===== src/rtl/cw_responder.sv =====
// -----------------------------------------------------------------------------
// cw_responder
//
// Far-end responder for the 16-bit bidirectional chip-to-chip "cw" bus. It runs
// on the forwarded cw clock, receives a request frame (header, address word and,
// for writes, a data word), executes it as a single Wishbone-style access on
// the local bus and returns the read data, or a write completion, on the
// shared pins once the initiator has turned the bus around.
//
// Frame words (one per clock while i_cw_req=1 and i_cw_dir=0):
//   W0 header : [15] we, [14:8] ignored, [7:0] adr[23:16]
//   W1        : adr[15:0]
//   W2        : write data (writes only)
//
// Ports
//   i_clk       forwarded cw clock
//   i_rst_n     asynchronous active-low reset
//   i_cw_req    initiator request, high for the whole transaction
//   i_cw_dir    0 = initiator drives the pins, 1 = responder may drive
//   i_cw_data   pin input data
//   o_cw_data   pin output data (read data / 0x0000 for writes)
//   o_cw_oe     responder drive enable, only ever high while i_cw_dir=1
//   o_cw_ack    one-cycle response strobe
//   o_cw_err    error flag, valid with o_cw_ack
//   o_wb_cyc    local bus cycle
//   o_wb_stb    local bus strobe
//   o_wb_we     local bus write enable
//   o_wb_adr    local bus address
//   o_wb_dat    local bus write data
//   i_wb_dat    local bus read data
//   i_wb_ack    local bus acknowledge
//   i_wb_err    local bus error (wins over a simultaneous ack)
// -----------------------------------------------------------------------------
module cw_responder #(
    parameter int ADDR_W  = 24,
    parameter int TIMEOUT = 255
) (
    input  logic              i_clk,
    input  logic              i_rst_n,
    input  logic              i_cw_req,
    input  logic              i_cw_dir,
    input  logic [15:0]       i_cw_data,
    output logic [15:0]       o_cw_data,
    output logic              o_cw_oe,
    output logic              o_cw_ack,
    output logic              o_cw_err,
    output logic              o_wb_cyc,
    output logic              o_wb_stb,
    output logic              o_wb_we,
    output logic [ADDR_W-1:0] o_wb_adr,
    output logic [15:0]       o_wb_dat,
    input  logic [15:0]       i_wb_dat,
    input  logic              i_wb_ack,
    input  logic              i_wb_err
);

    // Last counter value of a silent access: the access is abandoned at the
    // end of the TIMEOUT-th bus cycle, so cyc stays high for TIMEOUT cycles.
    localparam logic [7:0] TMO_LAST_C = 8'(TIMEOUT - 1);

    typedef enum logic [2:0] {
        ST_IDLE     = 3'd0,
        ST_ADDR     = 3'd1,
        ST_DATA     = 3'd2,
        ST_BUS      = 3'd3,
        ST_WAIT_DIR = 3'd4,
        ST_RESP     = 3'd5,
        ST_DONE     = 3'd6
    } state_t;

    state_t              state_r;

    // Captured frame contents
    logic                hdr_we_r;
    logic [7:0]          adr_hi_r;
    logic [15:0]         adr_lo_r;

    // Bus access bookkeeping
    logic [7:0]          tmo_cnt_r;
    logic                abort_r;
    logic                bus_err_r;
    logic [15:0]         rdat_r;

    // Registered outputs
    logic                cw_oe_r;
    logic                cw_ack_r;
    logic                cw_err_r;
    logic [15:0]         cw_data_r;
    logic                wb_cyc_r;
    logic                wb_stb_r;
    logic                wb_we_r;
    logic [ADDR_W-1:0]   wb_adr_r;
    logic [15:0]         wb_dat_r;

    // Helper terms
    logic                abort_s;
    logic                bus_resp_s;
    logic                tmo_hit_s;
    logic                hdr_unused_s;

    // The initiator has given up on this transaction if req is low now or was
    // seen low at any earlier point of the bus access.
    assign abort_s      = abort_r | ~i_cw_req;
    assign bus_resp_s   = i_wb_ack | i_wb_err;
    assign tmo_hit_s    = (tmo_cnt_r == TMO_LAST_C);
    // Header bits [14:8] carry no meaning for this responder.
    assign hdr_unused_s = ^i_cw_data[14:8];

    // Main transaction FSM; every output is registered here.
    always_ff @(posedge i_clk or negedge i_rst_n) begin
        if (!i_rst_n) begin
            state_r   <= ST_IDLE;
            hdr_we_r  <= 1'b0;
            adr_hi_r  <= 8'h00;
            adr_lo_r  <= 16'h0000;
            tmo_cnt_r <= 8'h00;
            abort_r   <= 1'b0;
            bus_err_r <= 1'b0;
            rdat_r    <= 16'h0000;
            cw_oe_r   <= 1'b0;
            cw_ack_r  <= 1'b0;
            cw_err_r  <= 1'b0;
            cw_data_r <= 16'h0000;
            wb_cyc_r  <= 1'b0;
            wb_stb_r  <= 1'b0;
            wb_we_r   <= 1'b0;
            wb_adr_r  <= '0;
            wb_dat_r  <= 16'h0000;
        end else begin
            // Response outputs are single-cycle pulses unless set below.
            cw_oe_r   <= 1'b0;
            cw_ack_r  <= 1'b0;
            cw_err_r  <= 1'b0;
            cw_data_r <= 16'h0000;

            case (state_r)
                ST_IDLE: begin
                    if (i_cw_req && !i_cw_dir) begin
                        hdr_we_r <= i_cw_data[15];
                        adr_hi_r <= i_cw_data[7:0];
                        abort_r  <= 1'b0;
                        state_r  <= ST_ADDR;
                    end else begin
                        state_r  <= ST_IDLE;
                    end
                end

                ST_ADDR: begin
                    // Request withdrawn, or the initiator turned the bus
                    // around mid-frame: drop the frame without any access.
                    if (!i_cw_req || i_cw_dir) begin
                        state_r <= ST_IDLE;
                    end else if (hdr_we_r) begin
                        adr_lo_r <= i_cw_data;
                        state_r  <= ST_DATA;
                    end else begin
                        adr_lo_r  <= i_cw_data;
                        wb_cyc_r  <= 1'b1;
                        wb_stb_r  <= 1'b1;
                        wb_we_r   <= 1'b0;
                        wb_adr_r  <= {adr_hi_r, i_cw_data};
                        tmo_cnt_r <= 8'h00;
                        state_r   <= ST_BUS;
                    end
                end

                ST_DATA: begin
                    if (!i_cw_req || i_cw_dir) begin
                        state_r <= ST_IDLE;
                    end else begin
                        wb_cyc_r  <= 1'b1;
                        wb_stb_r  <= 1'b1;
                        wb_we_r   <= 1'b1;
                        wb_adr_r  <= {adr_hi_r, adr_lo_r};
                        wb_dat_r  <= i_cw_data;
                        tmo_cnt_r <= 8'h00;
                        state_r   <= ST_BUS;
                    end
                end

                ST_BUS: begin
                    if (bus_resp_s) begin
                        // Error has priority over a simultaneous ack.
                        wb_cyc_r  <= 1'b0;
                        wb_stb_r  <= 1'b0;
                        wb_we_r   <= 1'b0;
                        bus_err_r <= i_wb_err;
                        rdat_r    <= hdr_we_r ? 16'h0000 : i_wb_dat;
                        state_r   <= abort_s ? ST_IDLE : ST_WAIT_DIR;
                    end else if (tmo_hit_s) begin
                        wb_cyc_r  <= 1'b0;
                        wb_stb_r  <= 1'b0;
                        wb_we_r   <= 1'b0;
                        bus_err_r <= 1'b1;
                        rdat_r    <= 16'h0000;
                        state_r   <= abort_s ? ST_IDLE : ST_WAIT_DIR;
                    end else begin
                        // A started access always runs to completion; only
                        // remember that nobody will collect the response.
                        tmo_cnt_r <= tmo_cnt_r + 8'd1;
                        abort_r   <= abort_s;
                        state_r   <= ST_BUS;
                    end
                end

                ST_WAIT_DIR: begin
                    if (!i_cw_req) begin
                        state_r <= ST_IDLE;
                    end else if (i_cw_dir) begin
                        cw_oe_r   <= 1'b1;
                        cw_ack_r  <= 1'b1;
                        cw_err_r  <= bus_err_r;
                        cw_data_r <= rdat_r;
                        state_r   <= ST_RESP;
                    end else begin
                        state_r <= ST_WAIT_DIR;
                    end
                end

                ST_RESP: begin
                    state_r <= ST_DONE;
                end

                ST_DONE: begin
                    // Back-to-back frames need req to fall for a cycle first.
                    if (!i_cw_req) begin
                        state_r <= ST_IDLE;
                    end else begin
                        state_r <= ST_DONE;
                    end
                end

                default: begin
                    wb_cyc_r <= 1'b0;
                    wb_stb_r <= 1'b0;
                    wb_we_r  <= 1'b0;
                    state_r  <= ST_IDLE;
                end
            endcase
        end
    end

    // Pad enable is gated by the live dir pin so the responder can never
    // fight the initiator, even for the cycle in which dir falls.
    assign o_cw_oe   = cw_oe_r & i_cw_dir;
    assign o_cw_data = cw_data_r;
    assign o_cw_ack  = cw_ack_r;
    assign o_cw_err  = cw_err_r;
    assign o_wb_cyc  = wb_cyc_r;
    assign o_wb_stb  = wb_stb_r;
    assign o_wb_we   = wb_we_r;
    assign o_wb_adr  = wb_adr_r;
    assign o_wb_dat  = wb_dat_r;

endmodule


===== config.mk =====
export PLATFORM = sky130hd
export DESIGN_NAME = cw_responder
export DESIGN_NICKNAME = d
export VERILOG_FILES = /design/src/rtl/cw_responder.sv
export SDC_FILE = /design/constraint.sdc
export NUM_CORES = 1
export LEC_CHECK = 0
export ABC_AREA = 1
export BUFFER_PORTS_ARGS = -buffer_cell sky130_fd_sc_hd__buf_2
export CORE_MARGIN = 4
export CORE_UTILIZATION = 45
export DETAILED_ROUTE_END_ITERATION = 10
export GPL_TIMING_DRIVEN = 0
export PLACE_DENSITY_LB_ADDON = 0.1
export SYNTH_ARGS = -nofsm -noshare
export SYNTH_HDL_FRONTEND = slang
export SYNTH_SLANG_ARGS = --single-unit

===== constraint.sdc =====
create_clock -name i_clk -period 2 [get_ports i_clk]
set_input_delay 0.4 -clock i_clk [delete_from_list [all_inputs] [get_ports i_clk]]
set_output_delay 0.4 -clock i_clk [all_outputs]
set_load 0.01 [all_outputs]

==> metrics.yaml, run 1 <==
outcome:
  status: "complete, no violations"
clock_tree:
  cts_made_buffers: 17
  root_buffer: "clkbuf_8"
  post_cts_buffers: 0
  clkTransAtPathRegs_ns: 0.06
  clock-sinks: 114
  clk_path_buf_depth: 2
  insertion_delay_ns: 0.53
  cts_tree: "yes"
  htreeDepth: 4
global_route:
  grt_pass1_vias: 3745
  grt_max_degree: 59
  antenna_found_initial: 0
  grtUsageTotal_pct: 20.46
  grt-ovfl-total: 0
  grt_pass1_wl_mm: 18.53
detailed_routing:
  wl_per_cell_um: 14.27
  postRouteAntennaNets: 0
  via_per_inst: 4.911
  drc_errors: 0
  dr_total_vias: 3821
  first_pass_iters: 7
  drt_wl_total_mm: 11.10
  drt_iter0_drc: 180
cells_and_area:
  multi_input_area_um2: 1494
  seqCellArea_um2: 2853
  final_util_pct: 59.29
  fillCellCount: 906
  nets: 672
  n_antenna_cell: 0
  syn2layout_area_growth_pct: 26.58
  final_layout_size_suffix_gt1_share_pct: 23.57
  postLayoutCellArea_um2: 5876
  final_cells: 778
synthesis:
  yosysSeqAreaShare_pct: 61.46
  syn-num-nets: 552
  syn-instance-count: 512
  ys_types: 23
  synth.avg_cell_area_um2: 9.066
  synth_area_um2: 4642
  yosysWarnings: 0
  yosys-top-cells-area: "dfrtp_1, nand2_1, o21ai_0, inv_1, nand3_1"
  synth_top_cell_by_area: "dfrtp_1"
  synth_seq_cells: 114
  yosysTopAreaCellShare_pct: 61.46
sta:
  tightest_slew_ns: 0.5930
  hold_viol: 0
  period_minus_slack_ns: 1.720
  max_slew_margin_pct: 60.47
  fin_worst_skew_ns: 0.009038
  slew_violations: 0
  worst_slack_ns: 0.2798
  holdWs_ns: 0.1055
  fmax_mhz: 581.3
  fin_crit_sh_pct: 86.01
  rsz0062_at_grt: "false"
  setup-violations-final: 0
floorplan:
  die_y_um: 109.6
  io_pins: 100
  rows: 36
  start_util_pct: 46.84
  die_area_um2: 12000
  dieWidth_um: 109.6
  core_um2: 9910
place:
  port_buffers: 99
  hpwl_mm: 7.682
  dp.cells: 745
  place_area_um2: 5338
  place.gp.congestion: 0.8209
  dp_slack_ns: 0.2632
setup_path:
  r2r_start: "tmo_cnt_r[0]$_DFFE_PN0P_"
  crit_fanout: 10
  reg2reg_to: "rdat_r[10]$_DFFE_PN0P_"
  r2r_setup_slack_ns: 0.28
  path_class: "flop to flop"
  crit_required_ns: 2.44
  cp-start-kind: "flop"
  cp-end-kind: "flop"
  reg2reg_depth: 9
  arrival_ns: 2.16
min_path:
  min_from: "i_wb_dat[12]"
  min_path_type: "input port to flop"
  whs_path_depth: 3
  min_to: "rdat_r[12]$_DFFE_PN0P_"
run:
  max-cap-violations: 0
pwr:
  powerDensity_nw_per_um2: 1465
  irDropWorstVdd_mv: 0.7661
  p_leak_nw: 3.166
-- worst max-delay path, cell delays in order (launching register included) --
cell     delay [ns]
dfrtp_1        0.40
inv_1          0.10
ha_1           0.15
nand2_1        0.04
nor2_1         0.14
nand3_1        0.11
nand2_1        0.24
buf_2          0.27
nand3_1        0.09
o21ai_0        0.09
-- final cells by class --
class / instances / share of cell area [%]
plain buffers: 21 / 1.576
clock buffers: 19 / 7.517
clock inverters: 13 / 1.469
inverters: 54 / 3.450
multi-input cells: 323 / 25.43
flip-flops and latches: 114 / 48.55
well taps: 133 / 2.832
repair buffers: 101 / 9.178
-- layout by cell type (no fill, tap or decap), types with 2 or more instances in the layout --
master,netlist,final
o21bai_1,8,8
clkbuf_8,0,3
clkinvlp_4,0,4
nand3_1,25,25
xor2_1,2,2
o21ai_1,12,12
ha_1,2,2
clkinv_2,0,6
buf_2,8,106
inv_2,3,3
inv_1,51,51
clkbuf_16,0,16
nor2_1,30,30
nand2_1,144,144
dfrtp_1,114,114
nand4_1,4,4
nand3_2,4,4
nor2_4,3,3
clkbuf_1,12,12
a21oi_1,2,2
nor3_1,3,3
inv_6,0,2
o21ai_0,80,80
-- Yosys cell counts (all sizes together) --
cell and count:
nand4 4, a31oi 1, inv 54, nand2 144
clkbuf 12, nor2 33, or2 1, a21oi 2
dfrtp 114, nor3 3, o21bai 8, ha 2
o21ai 93, buf 9, xor2 2, nand3 29
nor3b 1
-- layer usage --
layer  vias to the layer above  part of all wire (%)  GRT usage (%)
met5                         -                     0              0
met4                         0                   1.0          6.411
met3                        10                   6.8          7.634
met2                       109                    46          30.17
met1                      1820                    46          28.20
li1                       1882                     -              -
-- worst max-delay path by stage --
stage,endpoint,depth (start not counted),startpoint,slack (ns)
floorplan,rdat_r[3]$_DFFE_PN0P_,9,tmo_cnt_r[0]$_DFFE_PN0P_,0.60
global placement,o_wb_dat[9]$_DFFE_PN0P_,1,i_rst_n,-0.84
CTS,rdat_r[8]$_DFFE_PN0P_,9,tmo_cnt_r[0]$_DFFE_PN0P_,0.26
detailed placement,o_wb_adr[14]$_DFFE_PN0P_,9,i_cw_req,0.26
finish,rdat_r[10]$_DFFE_PN0P_,9,tmo_cnt_r[0]$_DFFE_PN0P_,0.28
global route,rdat_r[11]$_DFFE_PN0P_,9,tmo_cnt_r[0]$_DFFE_PN0P_,0.07
-- report_power, final --
group,switching [W],leakage [nW],internal [W]
Clock,0.00108,0.256,0.00158
Sequential,0.000424,1.49,0.00313
Combinational,0.00154,1.42,0.000862
Total,0.00304,3.17,0.00557
-- logic make-up (layout without fill, tap and decap cells) --
| logic type | count (synthesis) | count (layout) | share of synthesized area, % |
|---|---|---|---|
| xor gates and xnor gates | 2 | 2 | 0.3774 |
| AOI/OAI and AO/OA | 104 | 104 | 11.75 |
| buffers and inverters | 75 | 208 | 6.361 |
| and+or+nand+nor | 215 | 215 | 19.51 |
| DFF | 114 | 114 | 61.46 |
| adders and majority gates | 2 | 2 | 0.5390 |
-- flip-flops by register name (all words and copies together) (netlist names) --
name,cells
adr_lo_r,16
o_wb_adr,24
state_r,3
o_wb_dat,16
rdat_r,16
tmo_cnt_r,8
o_cw_err,1
o_wb_stb,1
o_cw_ack,1
adr_hi_r,8
o_cw_data,16
abort_r,1
o_wb_we,1
hdr_we_r,1
bus_err_r,1
-- stage by stage --
stage	total power, W	TNS, ns
after floorplan	0.005016	0
after global placement	0.005911	-95.14
after detailed placement	0.006014	0
after CTS	0.008697	0
after global routing	0.009257	0
final	0.008606	0
-- repair_timing --
item / 4_1_cts / 5_1_grt
resized for setup: 0 / 0
endpoints found under the hold margin: 56 / 0
hold buffers: 1 / 0
(Power assumes the default switching activity.)
==> run 2: changes to the inputs <==
==> constraint.sdc (replaced) <==
create_clock -name i_clk -period 1.52 [get_ports i_clk]
set_input_delay 0.304 -clock i_clk [delete_from_list [all_inputs] [get_ports i_clk]]
set_output_delay 0.304 -clock i_clk [all_outputs]
set_load 0.005 [all_outputs]
==> run 2 against run 1 <==
- flip-flop and latch count did not move
- die area did not move
- critical endpoint is now state_r[0]$_DFF_PN0_
- hold slack got worse by 0.093 ns
- largest power group unchanged
- register-to-register slack lost 0.24 ns
- via count grew 2.1%
- sequential share of layout area is 2.4 points lower
- worst setup slack worse by 0.24 ns
- clock power up 31%
- clock skew decreased by 0.0014 ns
- highest routed layer unchanged
==> metrics.yaml, run 2 (synthesized netlist as in run 1, its figures left out) <==
outcome:
  status: "complete, no violations"
place:
  port_buffers: 99
  hpwl_mm: 7.682
  place.gp.congestion: 0.8209
floorplan:
  die_y_um: 109.6
  io_pins: 100
  core_um2: 9910
  start_util_pct: 46.84
  rows: 36
  dieWidth_um: 109.6
  die_area_um2: 12000
setup_path:
  reg2reg_to: "state_r[0]$_DFF_PN0_"
  crit_fanout: 10
  crit_required_ns: 1.91
  arrival_ns: 1.87
  cp-startpoint: "state_r[0]$_DFF_PN0_"
  crit_end: "state_r[0]$_DFF_PN0_"
  r2r_start: "state_r[0]$_DFF_PN0_"
  path_class: "flop to flop"
  cp-end-kind: "flop"
  cp-start-kind: "flop"
  r2r_setup_slack_ns: 0.04
  reg2reg_depth: 6
detailed_routing:
  drt_wl_total_mm: 11.34
  wl_met2_mm: 5.363
  top_layer_used: "met4"
  met1_length_mm: 5.030
  wl_per_cell_um: 14.21
  drc_errors: 0
  postRouteAntennaNets: 0
  first_pass_iters: 4
  drt_iter0_drc: 191
  dr_total_vias: 3902
  route.met3.wl_um: 792
  via_per_inst: 4.890
pwr:
  power.internal_w: 0.007519
  switching_share_pct: 34.03
  irDropWorstVdd_mv: 0.9816
  comb_power_share_pct: 28.4
  powerDensity_nw_per_um2: 1844
  p_leak_nw: 3.297
  seqPwrFrac_pct: 41.0
  clkPwrFrac_pct: 30.6
  power.switching_w: 0.003879
  power_w: 0.01140
cells_and_area:
  final_cell_mix: "nand2_1, dfrtp_1, buf_2, o21ai_0, inv_1"
  final_common_cell: "nand2_1"
  n_antenna_cell: 0
  seqCellArea_um2: 2854
  multi_input_area_um2: 1573
  final_util_pct: 62.36
  syn2layout_area_growth_pct: 33.13
  nets: 692
  final_layout_size_suffix_gt1_share_pct: 28.87
  fillCellCount: 872
  largest_reg_flops: 24
global_route:
  grt-ovfl-total: 0
  grt_max_degree: 59
  antenna_found_initial: 0
  grtUsageTotal_pct: 20.58
  grt_pass1_vias: 3778
  grt_pass1_wl_mm: 18.66
sta:
  fin_worst_skew_ns: 0.007668
  fin_crit_sh_pct: 97.42
  setup-violations-final: 0
  fmax_mhz: 675.3
  period_minus_slack_ns: 1.481
  hold_viol: 0
  max_slew_margin_pct: 64.20
  rsz0062_at_grt: "true"
  tightest_slew_ns: 0.5370
  fin_tns_setup_ns: 0
  slew_violations: 0
run:
  max-cap-violations: 0
clock_tree:
  clkTransAtPathRegs_ns: 0.06
  root_buffer: "clkbuf_8"
  clk_path_buf_depth: 2
  clock-sinks: 114
  cts_tree: "yes"
  cts_made_buffers: 17
  htreeDepth: 4
  insertion_delay_ns: 0.53
min_path:
  min_path_type: "input port to flop"
## run 2: changes by cell type in the layout (fill, tap and decap cells not counted), sizes merged
cell,change
buf,+15
dlygate4sd3,+8
clkbuf,-3
## run 2: layout make-up
type                       count  area share (%)
timing repair buffer         121           11.60
multi-input combinational    323           25.45
inverter                      54           3.280
buffer                        21           2.247
clock inverter                13           1.397
clock buffer                  19           7.147
tap                          133           2.693
sequential                   114           46.18
## run 2: timing repair
action,CTS,global route
hold buffers,9,0
resized for setup,17,55
setup endpoints to repair,92,85
cloned,0,1
setup buffers,4,7
endpoints found under the hold margin,64,0
pin swaps,3,3
## run 2: worst min-delay path by stage
| stage | startpoint | endpoint | slack (ns) | cells after the start |
|---|---|---|---|---|
| after floorplan | i_rst_n | abort_r$_DFFE_PN0P_ | 0.008 | 0 |
| after global placement | o_wb_adr[23]$_DFFE_PN0P_ | o_wb_adr[23]$_DFFE_PN0P_ | 0.45 | 2 |
| after detailed placement | i_rst_n | tmo_cnt_r[5]$_DFFE_PN0P_ | 0.31 | 1 |
| after CTS | i_wb_dat[15] | rdat_r[15]$_DFFE_PN0P_ | 0.009 | 3 |
| after global routing | i_wb_dat[13] | rdat_r[13]$_DFFE_PN0P_ | 0.003 | 3 |
| final | i_wb_dat[13] | rdat_r[13]$_DFFE_PN0P_ | 0.01 | 3 |
## run 2: layer usage
| metal | global-route usage (%) | vias up |
|---|---|---|
| met5 | 0 | - |
| met4 | 6.411 | 0 |
| met3 | 7.281 | 13 |
| met2 | 30.82 | 98 |
| met1 | 28.18 | 1871 |
| li1 | - | 1920 |
## run 2: critical path: stages, from the launching register on
cell and delay [ns]:
dfrtp_2 0.44, inv_2 0.08, nor2_4 0.16, nand3_1 0.19, nand3_4 0.17, clkbuf_4 0.21, nand4_1 0.09
## run 2: per-stage QoR
| stage | worst slack [ns] | area [um2] | hold WS [ns] | instances |
|---|---|---|---|---|
| 2_1_floorplan | 0.1154 | 4642 | 0.008409 | 512 |
| 3_3_place_gp | -1.223 | 5304 | 0.4519 | 744 |
| 3_5_place_dp | -0.2007 | 5338 | 0.3112 | 745 |
| 4_1_cts | 0.001067 | 6030 | 0.008596 | 790 |
| 5_1_grt | -0.04143 | 6180 | 0.003454 | 798 |
| 6_report | 0.03918 | 6180 | 0.01208 | 798 |
## run 2: power groups by stage
stage                     combinational [W]  clock, W  sequential, W
after CTS                           0.00309   0.00355        0.00468
after global placement              0.00289         0        0.00467
final                               0.00324   0.00348        0.00467
after global routing                0.00375   0.00371        0.00482
after detailed placement            0.00299         0        0.00471
after floorplan                     0.00172         0        0.00467
